File: src/rtl/cache_sched_pkg.sv
// Shared types and layer geometry for the dilated-conv cache scheduler.
// Layer l uses dilation 4^l and a 4*4^l entry circular history.
package cache_sched_pkg;

  typedef enum logic [2:0] {
    S_CLEAR,
    S_IDLE,
    S_RD,
    S_WR,
    S_ISSUE,
    S_WAIT_RES,
    S_OUT
  } state_t;

  localparam int KERNEL_SIZE = 4;

  function automatic int dilation(input int l);
    return 1 << (2 * l);
  endfunction

  function automatic int layer_base(input int l);
    int s;
    s = 0;
    for (int j = 0; j < l; j++)
      s += KERNEL_SIZE * dilation(j);
    return s;
  endfunction

  function automatic int ram_depth(input int n);
    return layer_base(n);
  endfunction

endpackage

File: src/rtl/cache_sched_if.sv
// Handshake bundle between the scheduler, its feeder, the MAC
// and the downstream consumer.
interface cache_sched_if #(
  parameter int W          = 16,
  parameter int NUM_LAYERS = 3
);
  import cache_sched_pkg::*;

  localparam int LW = (NUM_LAYERS > 1) ? $clog2(NUM_LAYERS) : 1;

  logic                     in_valid;
  logic                     in_ready;
  logic [W-1:0]             in_data;
  logic                     taps_valid;
  logic                     taps_ready;
  logic [KERNEL_SIZE*W-1:0] taps_data;
  logic [LW-1:0]            taps_layer;
  logic                     res_valid;
  logic [W-1:0]             res_data;
  logic                     out_valid;
  logic                     out_ready;
  logic [W-1:0]             out_data;
  logic                     err;

  modport master (
    output in_valid, in_data, taps_ready,
    output res_valid, res_data, out_ready,
    input  in_ready, taps_valid, taps_data,
    input  taps_layer, out_valid, out_data, err
  );

  modport slave (
    input  in_valid, in_data, taps_ready,
    input  res_valid, res_data, out_ready,
    output in_ready, taps_valid, taps_data,
    output taps_layer, out_valid, out_data, err
  );

endinterface

File: src/rtl/cache_ram.sv
// Single-port activation RAM, one access per cycle,
// registered read data, no reset.
module cache_ram #(
  parameter int W     = 16,
  parameter int DEPTH = 84,
  parameter int AW    = 7
) (
  input  logic          clk,
  input  logic          i_en,
  input  logic          i_we,
  input  logic [AW-1:0] i_addr,
  input  logic [W-1:0]  i_wdata,
  output logic [W-1:0]  o_rdata
);

  logic [W-1:0] r_mem [DEPTH];

  always_ff @(posedge clk) begin
    if (i_en) begin
      if (i_we)
        r_mem[i_addr] <= i_wdata;
      else
        o_rdata <= r_mem[i_addr];
    end
  end

endmodule

File: src/rtl/cache_scheduler.sv
// Time-multiplexed scheduler: per-layer circular histories in one RAM,
// tap sets handed to an external MAC, result chained to the next layer.
module cache_scheduler
  import cache_sched_pkg::*;
#(
  parameter int W          = 16,
  parameter int NUM_LAYERS = 3
) (
  input logic          clk,
  input logic          rst,
  cache_sched_if.slave bus
);

  localparam int DEPTH = ram_depth(NUM_LAYERS);
  localparam int AW    = (DEPTH > 1) ? $clog2(DEPTH) : 1;
  localparam int LW    = (NUM_LAYERS > 1) ? $clog2(NUM_LAYERS) : 1;
  localparam int TW    = KERNEL_SIZE * W;

  state_t          r_state, w_nxt;
  logic [AW-1:0]   r_clr;
  logic [1:0]      r_k;
  logic [LW-1:0]   r_layer;
  logic [W-1:0]    r_cur;
  logic [W-1:0]    r_out;
  logic [TW-1:0]   r_taps;
  logic            r_in_ready;
  logic            r_taps_valid;
  logic            r_out_valid;
  logic            r_err;

  logic [AW-1:0]   w_head [NUM_LAYERS];
  logic [AW-1:0]   w_base [NUM_LAYERS];
  logic [AW-1:0]   w_dil  [NUM_LAYERS];
  logic [AW-1:0]   w_mask [NUM_LAYERS];
  logic            w_en, w_we, w_last;
  logic [AW-1:0]   w_addr;
  logic [W-1:0]    w_wdata, w_rdata;

  for (genvar g = 0; g < NUM_LAYERS; g++) begin : g_head
    localparam int HW = $clog2(KERNEL_SIZE * dilation(g));
    logic [HW-1:0] r_h;

    always_ff @(posedge clk or negedge rst) begin
      if (!rst)
        r_h <= '0;
      else if (r_state == S_WR && r_layer == LW'(g))
        r_h <= r_h + HW'(1);
    end

    assign w_head[g] = AW'(r_h);
    assign w_base[g] = AW'(layer_base(g));
    assign w_dil[g]  = AW'(dilation(g));
    assign w_mask[g] = AW'(KERNEL_SIZE * dilation(g) - 1);
  end

  cache_ram #(
    .W     (W),
    .DEPTH (DEPTH),
    .AW    (AW)
  ) u_ram (
    .clk     (clk),
    .i_en    (w_en),
    .i_we    (w_we),
    .i_addr  (w_addr),
    .i_wdata (w_wdata),
    .o_rdata (w_rdata)
  );

  always_comb begin
    w_nxt   = r_state;
    w_en    = 1'b0;
    w_we    = 1'b0;
    w_addr  = '0;
    w_wdata = r_cur;
    w_last  = (r_layer == LW'(NUM_LAYERS - 1));
    unique case (r_state)
      S_CLEAR: begin
        w_en    = 1'b1;
        w_we    = 1'b1;
        w_addr  = r_clr;
        w_wdata = '0;
        if (r_clr == AW'(DEPTH - 1))
          w_nxt = S_IDLE;
      end
      S_IDLE:
        if (bus.in_valid)
          w_nxt = S_RD;
      S_RD: begin
        // power-of-two window: masking implements the wrap
        w_en   = 1'b1;
        w_addr = w_base[r_layer]
               + ((w_head[r_layer]
                   - AW'(2'd3 - r_k) * w_dil[r_layer])
                  & w_mask[r_layer]);
        if (r_k == 2'd2)
          w_nxt = S_WR;
      end
      S_WR: begin
        w_en   = 1'b1;
        w_we   = 1'b1;
        w_addr = w_base[r_layer] + w_head[r_layer];
        w_nxt  = S_ISSUE;
      end
      S_ISSUE:
        if (bus.taps_ready)
          w_nxt = S_WAIT_RES;
      S_WAIT_RES:
        if (bus.res_valid)
          w_nxt = w_last ? S_OUT : S_RD;
      S_OUT:
        if (bus.out_ready)
          w_nxt = S_IDLE;
      default:
        w_nxt = S_CLEAR;
    endcase
  end

  always_ff @(posedge clk or negedge rst) begin
    if (!rst) begin
      r_state      <= S_CLEAR;
      r_clr        <= '0;
      r_k          <= '0;
      r_layer      <= '0;
      r_cur        <= '0;
      r_out        <= '0;
      r_taps       <= '0;
      r_in_ready   <= 1'b0;
      r_taps_valid <= 1'b0;
      r_out_valid  <= 1'b0;
      r_err        <= 1'b0;
    end else begin
      r_state      <= w_nxt;
      r_in_ready   <= (w_nxt == S_IDLE);
      r_taps_valid <= (w_nxt == S_ISSUE);
      r_out_valid  <= (w_nxt == S_OUT);
      if (bus.res_valid && r_state != S_WAIT_RES)
        r_err <= 1'b1;
      case (r_state)
        S_CLEAR:
          r_clr <= r_clr + AW'(1);
        S_IDLE:
          if (bus.in_valid) begin
            r_cur   <= bus.in_data;
            r_layer <= '0;
            r_k     <= '0;
          end
        S_RD: begin
          // read data trails its address by one cycle
          r_k <= r_k + 2'd1;
          if (r_k == 2'd1)
            r_taps[0 +: W] <= w_rdata;
          if (r_k == 2'd2)
            r_taps[W +: W] <= w_rdata;
        end
        S_WR: begin
          r_taps[2*W +: W] <= w_rdata;
          r_taps[3*W +: W] <= r_cur;
        end
        S_WAIT_RES:
          if (bus.res_valid) begin
            r_cur <= bus.res_data;
            r_k   <= '0;
            if (w_last)
              r_out <= bus.res_data;
            else
              r_layer <= r_layer + LW'(1);
          end
        default: ;
      endcase
    end
  end

  assign bus.in_ready   = r_in_ready;
  assign bus.taps_valid = r_taps_valid;
  assign bus.taps_data  = r_taps;
  assign bus.taps_layer = r_layer;
  assign bus.out_valid  = r_out_valid;
  assign bus.out_data   = r_out;
  assign bus.err        = r_err;

endmodule

File: src/flat_wrapper.sv
// flat-port wrapper written by rule: the top's interface ports become plain ports
module cache_scheduler_flat import cache_sched_pkg::*;
#(
  parameter int W          = 16,
  parameter int NUM_LAYERS = 3
)
  (clk, rst, bus_in_valid, bus_in_data, bus_taps_ready, bus_res_valid, bus_res_data, bus_out_ready, bus_in_ready, bus_taps_valid, bus_taps_data, bus_taps_layer, bus_out_valid, bus_out_data, bus_err);
  cache_sched_if #(.W(W), .NUM_LAYERS(NUM_LAYERS)) bus_i ();
  input logic clk;
  input logic rst;
  input wire logic [$bits(bus_i.in_valid)-1:0] bus_in_valid;
  input wire logic [$bits(bus_i.in_data)-1:0] bus_in_data;
  input wire logic [$bits(bus_i.taps_ready)-1:0] bus_taps_ready;
  input wire logic [$bits(bus_i.res_valid)-1:0] bus_res_valid;
  input wire logic [$bits(bus_i.res_data)-1:0] bus_res_data;
  input wire logic [$bits(bus_i.out_ready)-1:0] bus_out_ready;
  output wire logic [$bits(bus_i.in_ready)-1:0] bus_in_ready;
  output wire logic [$bits(bus_i.taps_valid)-1:0] bus_taps_valid;
  output wire logic [$bits(bus_i.taps_data)-1:0] bus_taps_data;
  output wire logic [$bits(bus_i.taps_layer)-1:0] bus_taps_layer;
  output wire logic [$bits(bus_i.out_valid)-1:0] bus_out_valid;
  output wire logic [$bits(bus_i.out_data)-1:0] bus_out_data;
  output wire logic [$bits(bus_i.err)-1:0] bus_err;
  assign bus_i.in_valid = bus_in_valid;
  assign bus_i.in_data = bus_in_data;
  assign bus_i.taps_ready = bus_taps_ready;
  assign bus_i.res_valid = bus_res_valid;
  assign bus_i.res_data = bus_res_data;
  assign bus_i.out_ready = bus_out_ready;
  assign bus_in_ready = bus_i.in_ready;
  assign bus_taps_valid = bus_i.taps_valid;
  assign bus_taps_data = bus_i.taps_data;
  assign bus_taps_layer = bus_i.taps_layer;
  assign bus_out_valid = bus_i.out_valid;
  assign bus_out_data = bus_i.out_data;
  assign bus_err = bus_i.err;
  cache_scheduler #(.W(W), .NUM_LAYERS(NUM_LAYERS)) u_core (.clk(clk), .rst(rst), .bus(bus_i));
endmodule
File: config.mk
export PLATFORM = sky130hd
export DESIGN_NAME = cache_scheduler_flat
export DESIGN_NICKNAME = d
export VERILOG_FILES = /design/src/rtl/cache_sched_pkg.sv /design/src/rtl/cache_sched_if.sv /design/src/rtl/cache_ram.sv /design/src/rtl/cache_scheduler.sv /design/src/flat_wrapper.sv
export SDC_FILE = /design/constraint.sdc
export NUM_CORES = 1
export LEC_CHECK = 0
export ABC_AREA = 0
export CAP_MARGIN = 20
export CORE_MARGIN = 1.5
export CORE_UTILIZATION = 45
export CTS_CLUSTER_SIZE = 40
export DETAILED_ROUTE_END_ITERATION = 16
export HOLD_SLACK_MARGIN = 0.1
export PLACE_DENSITY = 0.62
export SYNTH_ARGS = -nofsm -noshare
export SYNTH_HDL_FRONTEND = slang
export SYNTH_SLANG_ARGS = --single-unit
File: constraint.sdc
create_clock -name clk -period 13.4 [get_ports clk]
set_clock_uncertainty 0.1 [all_clocks]
set_input_delay 4.02 -clock clk [delete_from_list [all_inputs] [get_ports clk]]
set_output_delay 4.02 -clock clk [all_outputs]
set_load 0.02 [all_outputs]
* Word-level counts from Yosys, hierarchy flattened
Memories as Yosys holds them, arrays and structs flattened. A register that Yosys moved wholly into a read port is not among the register bits. Index checks and enable logic that the tools add are counted.
Cells by class: bitwise logic cells 3, order comparisons 1, multipliers 1, equality and inequality tests 18, multiplexer cells 36, reduce and logical (&&, ||, !) cells 17, $add $sub $neg 10
Operators by type and width (count):
- $bmux W7 S2 | 4
- $mux W7 | 8
- $mux W16 | 3
- $pmux W16 S2 | 1
- $mux W3 | 7
- $pmux W3 S7 | 1
- $pmux W7 S3 | 1
- $eq A3 B3 Y1 const B | 5
- $add A7 B7 Y7 | 2
- $reduce_and A3 Y1 | 3
- $mux W2 | 4
- $add A7 B1 Y7 const B | 1
- $and A7 B7 Y7 | 1
- $eq A7 B7 Y1 const B | 1
- $mul A7 B7 Y7 | 1
- $sub A7 B7 Y7 | 1
- $add A2 B1 Y2 const B | 3
- $add A6 B1 Y6 const B | 1
- $eq A3 B1 Y1 const B | 2
- $eq A3 B2 Y1 const B | 2
- $ne A2 B2 Y1 const B | 3
- $pmux W2 S3 | 1
- $reduce_and A2 Y1 | 3
- $mux W1 | 5
- 17 further kinds | 22
Word-level totals: logic and storage cells 103, memory bits (writable) 1344, input port bits 38, output and inout bits 86, register bits 126, memories kept 1
Memory list:
- u_core.u_ram.r_mem | words 84, bits a word 16, rd ports 1, clocked after memory_dff 1, wr ports 1, line cache_ram.sv:16 | logic [W-1:0] r_mem [DEPTH];

* Longest topological paths before layout
depth in word-level cells 9, gate-level depth with buffers 26, depth with buffers taken out 23

* Modules after synthesis
From an unflattened synthesis, not the netlist that was laid out.
Unflattened totals: cells, all modules 3250, area total of the unflattened synthesis 58334.7 um^2
By module, submodules not included:
- cache_ram | area each 52415.3 um^2, cells each 2704, instances 1, seq. area each 40839.2 um^2
- cache_scheduler | area each 5919.4 um^2, cells each 546, instances 1, seq. area each 3153.0 um^2

* Least setup slack after synthesis
No wires, ideal clock.
path kind register -> register, start register u_core.r_layer[1], in the netlist u_core.bus.taps_layer[1], end memory u_core.u_ram.r_mem[64][0] (enable), stages on the path, launching flop included 23, period minus slack after synthesis 6.040 ns, path buffers 4, data required time 12.912 ns, library setup time 0.388 ns, arrival time 5.551 ns, setup slack 7.360 ns, cells stage by stage dfrtp_1 > buf_2 > nor2b_1 > a22oi_1 > ha_1 > xnor2_1 > xnor2_1 > fa_1 > fa_1 > a21oi_1 > xnor2_1 > nand3_1 > o21ai_0 > ha_1 > xor2_1 > a22oi_1 > or2_2 > clkbuf_1 > nand2_1 > clkbuf_1 > or3_1 > clkbuf_1 > nor2_1
Between the ends: longest elaborated chain between the ends 9, elaborated cells on any way between the ends 19, classes of those cells add/sub (3); mul (1); mux (13); bitwise (2)
RTL lines:
- start, declared | line cache_scheduler.sv:22 | logic [LW-1:0] r_layer;
- start signal, assigned | line cache_scheduler.sv:166 | r_layer <= r_layer + LW'(1);
- $not A2 Y3 (implied by the code) *
- $bmux W7 S2 | line cache_scheduler.sv:93 | - AW'(2'd3 - r_k) * w_dil[r_layer])
- $mux W7 (implied by the code) (2 in series) | line cache_scheduler.sv:93
- $mul A7 B7 Y7 | line cache_scheduler.sv:93
- $sub A7 B7 Y7 | line cache_scheduler.sv:93
- $and A7 B7 Y7 | line cache_scheduler.sv:94 | & w_mask[r_layer]);
- $add A7 B7 Y7 | line cache_scheduler.sv:92 | + ((w_head[r_layer]
- $pmux W7 S3 * | line cache_scheduler.sv:76 | unique case (r_state)
- end, declared | line cache_ram.sv:16
Mark *: on every way between the ends. The rest lies on a longest branch, timed or not. The select of a mux whose other input is x is not followed.

* Worst setup path in the final report
start register u_core.r_layer[1], in the netlist u_core.bus.taps_layer[1], end register u_core.u_ram.o_rdata[5] (read register of u_core.u_ram.r_mem) (data pin)
Between the ends: longest elaborated chain between the ends 9, elaborated cells on any way between the ends 19, classes of those cells add/sub (3); mul (1); mux (13); bitwise (2)
RTL lines:
- $not A2 Y3 (implied by the code) *
- $bmux W7 S2 | line cache_scheduler.sv:93
- $mux W7 (implied by the code) (2 in series) | line cache_scheduler.sv:93
- $mul A7 B7 Y7 | line cache_scheduler.sv:93
- $sub A7 B7 Y7 | line cache_scheduler.sv:93
- $and A7 B7 Y7 | line cache_scheduler.sv:94
- $add A7 B7 Y7 | line cache_scheduler.sv:92
- $pmux W7 S3 * | line cache_scheduler.sv:76
- end, declared | line cache_ram.sv:13 | output logic [W-1:0] o_rdata
Marked as above. A chain may end at the register's enable or synchronous reset.

==> impl_metrics.tcl <==
set metrics [dict create \
    die_h_um 360.0 \
    setup_viol 0 \
    grt_use_total 0.2628 \
    startpoint "u_core.bus.taps_layer[1]$_DFFE_PN0P_" \
    critical_path_arrival_ns 8.23 \
    insertion_delay_ns 0.79 \
    cts.sinks 1486 \
    slew_violations 0 \
    ant_nets 0 \
    stdcell_area_sq_um 65700 \
    syn_area_sq_um 57340 \
    final.min_clock_period_ns 7.812 \
    critPathRequiredTime_ns 13.82 \
    synthMostInstantiatedCell "edfxtp_1" \
    portBuffers 123 \
    yosys_warnings 0 \
    cp-start-kind "flop" \
    end_kind "flop" \
    cts_tree "built" \
    peakVddDrop_mv 0.2837 \
    p_per_area_nw_per_um2 273.0 \
    drtPass1Iterations 6 \
    drtIter0Drc 5108 \
    ys_seq_elements 1486 \
    synth_top_area_cell "edfxtp_1" \
    grt_pass1_vias 33090 \
    yosys-top-cells-count "edfxtp_1, nand2_1, a21oi_1" \
    cts_buffers 145 \
    placementRows 130 \
    clk_path_buf_depth 3 \
    start_util 0.4549 \
    met3_usage 0.05327 \
    tightest_slew_ns 1.391 \
    wl_per_cell_um 30.74 \
    drt-total-wl_um 172100 \
    top_usage_layer "met2" \
    layout-drive-gt1-share 0.1203 \
    synth_top_area_frac 0.7122 \
    max_cap_violations 0 \
    gp_routability_congestion 0.8716 \
    synth_cell_type_count 85 \
    cts-root-buf "clkbuf_16" \
    cts_resized 0 \
    dp_cells 5331 \
    dp_hpwl_um 95980 \
    max_freq_mhz 128.0 \
    reg2reg_from "u_core.bus.taps_layer[1]$_DFFE_PN0P_" \
    timing.final.crit_share 0.5830 \
    area_delta_synth_final_pct 14.58 \
    routed_via_density 6.213 \
    die_w_um 360.0 \
    power.leakage_uw 0.02204 \
    holdBufCountCts 0 \
    netlist_top_cells_area "edfxtp_1, dfrtp_1, nand2_1, mux2i_1, a221oi_1" \
    r2r_cells 21 \
    grt_setup_unrepaired "no" \
    antenna_found_initial 0 \
    synth_area_per_cell_sq_um 15.85 \
    grt_overflow 0 \
    min_from "u_core.bus.err$_DFFE_PN0P_" \
    synth_flop_cell "edfxtp_1" \
    hp-class "flop to flop" \
    syn-num-nets 3676 \
    htreeDepth 4 \
    max_slew_margin 0.07283 \
    ys_seq_area_frac 0.7672 \
    synth_enable_flop_cells 1360 \
    grt_util_met1 0.3614 \
    vias 34790 \
    whs_endpoint "u_core.bus.err$_DFFE_PN0P_" \
    cp_max_fo 90 \
    drc 0 \
    worstSetupPathType "flop to flop" \
    grt_max_degree 103 \
    whs_ns 0.3570 \
    outcome "finished, final reports clean" \
    use_met2 0.4125 \
    final_cells 5599 \
    tns_ns 0 \
    place_area_sq_um 61170 \
    finalNetCount 3889 \
    clk_pin_slew_ns 0.06 \
    finalHoldViolations 0 \
    core_sq_um 126100 \
    synthCells 3617 \
    ios 124 \
    dieArea_sq_um 129600 \
    grt_pass1_wl_um 245900 \
    holdPathStages 1 \
    reg2reg_to "u_core.u_ram.o_rdata[5]$_DFFE_PP_" \
    cts_setup_buffers 0 \
    regToRegSetupSlack_ns 5.59 \
    utilization 0.5212 \
    async_reset_ff_frac 0.08479 \
]
sequential cells by signal, summed over array words and instances (netlist names):
register and cells:
u_core.u_ram.r_mem 1344, u_core.bus.taps_data 64, u_core.bus.out_data 16, u_core.r_cur 16, u_core.u_ram.o_rdata 16, u_core.g_head.r_h 12, u_core.r_clr 7, u_core.r_state 3
u_core.bus.taps_layer 2, u_core.r_k 2, u_core.bus.err 1, u_core.bus.in_ready 1, u_core.bus.out_valid 1, u_core.bus.taps_valid 1
report_power, final:
part	internal, uW	total [uW]	switching (uW)	leakage [uW]
Sequential	6060	6270	208	0.0141
Clock	2180	3910	1720	0.00218
Combinational	2120	7760	5640	0.00578
worst max-delay path by stage:
stage | to | slack (ns) | cells after the start
6_report | u_core.u_ram.o_rdata[5]$_DFFE_PP_ | 5.59 | 21
5_1_grt | u_core.u_ram.o_rdata[5]$_DFFE_PP_ | 5.18 | 21
4_1_cts | u_core.u_ram.o_rdata[5]$_DFFE_PP_ | 5.63 | 21
3_5_place_dp | u_core.u_ram.o_rdata[5]$_DFFE_PP_ | 5.64 | 21
3_3_place_gp | u_core.u_ram.o_rdata[11]$_DFFE_PP_ | 5.06 | 20
2_1_floorplan | u_core.u_ram.r_mem[64][0]$_DFFE_PP_ | 7.36 | 22
area by class of cell:
type	instances	area, sq um
Clock inverter	66	508.0
Inverter	11	41.29
Sequential cell	1486	43990
Clock buffer	199	3978
Antenna cell	1	2.502
Tap cell	1650	2064
Timing Repair Buffer	295	2653
Fill cell	10190	60360
Multi-Input combinational cell	1891	12460
metrics by stage:
step,power (uW),worst slack [ns]
4_1_cts,17830,5.630
6_report,17940,5.588
5_1_grt,18470,5.178
3_5_place_dp,13970,5.636
3_3_place_gp,13860,5.060
2_1_floorplan,10460,7.360
cells by family after synthesis:
| family | share of synthesized area |
|---|---|
| AOI/OAI and AO/OA | 0.1019 |
| xor gates and xnor gates | 0.003666 |
| adders and majority gates | 0.004975 |
| buffers and inverters | 0.02018 |
| DFF | 0.7672 |
| muxes | 0.04063 |
| and+or+nand+nor | 0.06145 |
worst max-delay path, cell delays in order, from the launching register on:
cell and delay [ns]:
dfrtp_1 0.51, nor2b_1 0.23, a22oi_1 0.46, ha_1 0.34, xnor2_1 0.14, xnor2_1 0.17, fa_1 0.49, fa_1 0.47
xor2_1 0.16, nand3_1 0.08, o21ai_0 0.09, ha_1 0.37, a21o_4 0.69, buf_4 0.74, nor3_4 0.11, buf_12 0.27
buf_4 0.45, a22o_1 0.28, nor3_1 0.66, o22a_1 0.26, o311ai_1 0.15, o221a_1 0.20
placed cells by master, fill, tap and decap left out, drive strengths merged, types with 38 or more instances in the layout:
cell type      instances
a211oi                39
a21oi                191
a221oi               118
a222oi                43
a22o                  38
a22oi                 70
buf                  173
clkbuf               199
clkdlybuf4s50        122
clkinv                49
dfrtp                126
edfxtp              1360
mux2                  54
mux2i                172
nand2                527
nand3                 61
nor2                 113
o21ai                 70
o22ai                 44
layer usage:
| layer | part of all wire | vias up |
|---|---|---|
| li1 | - | 14680 |
| met5 | 0 | - |
| met4 | 0.038 | 0 |
| met2 | 0.47 | 1992 |
| met1 | 0.39 | 17810 |
| met3 | 0.10 | 306 |
(Power assumes the default switching activity.)
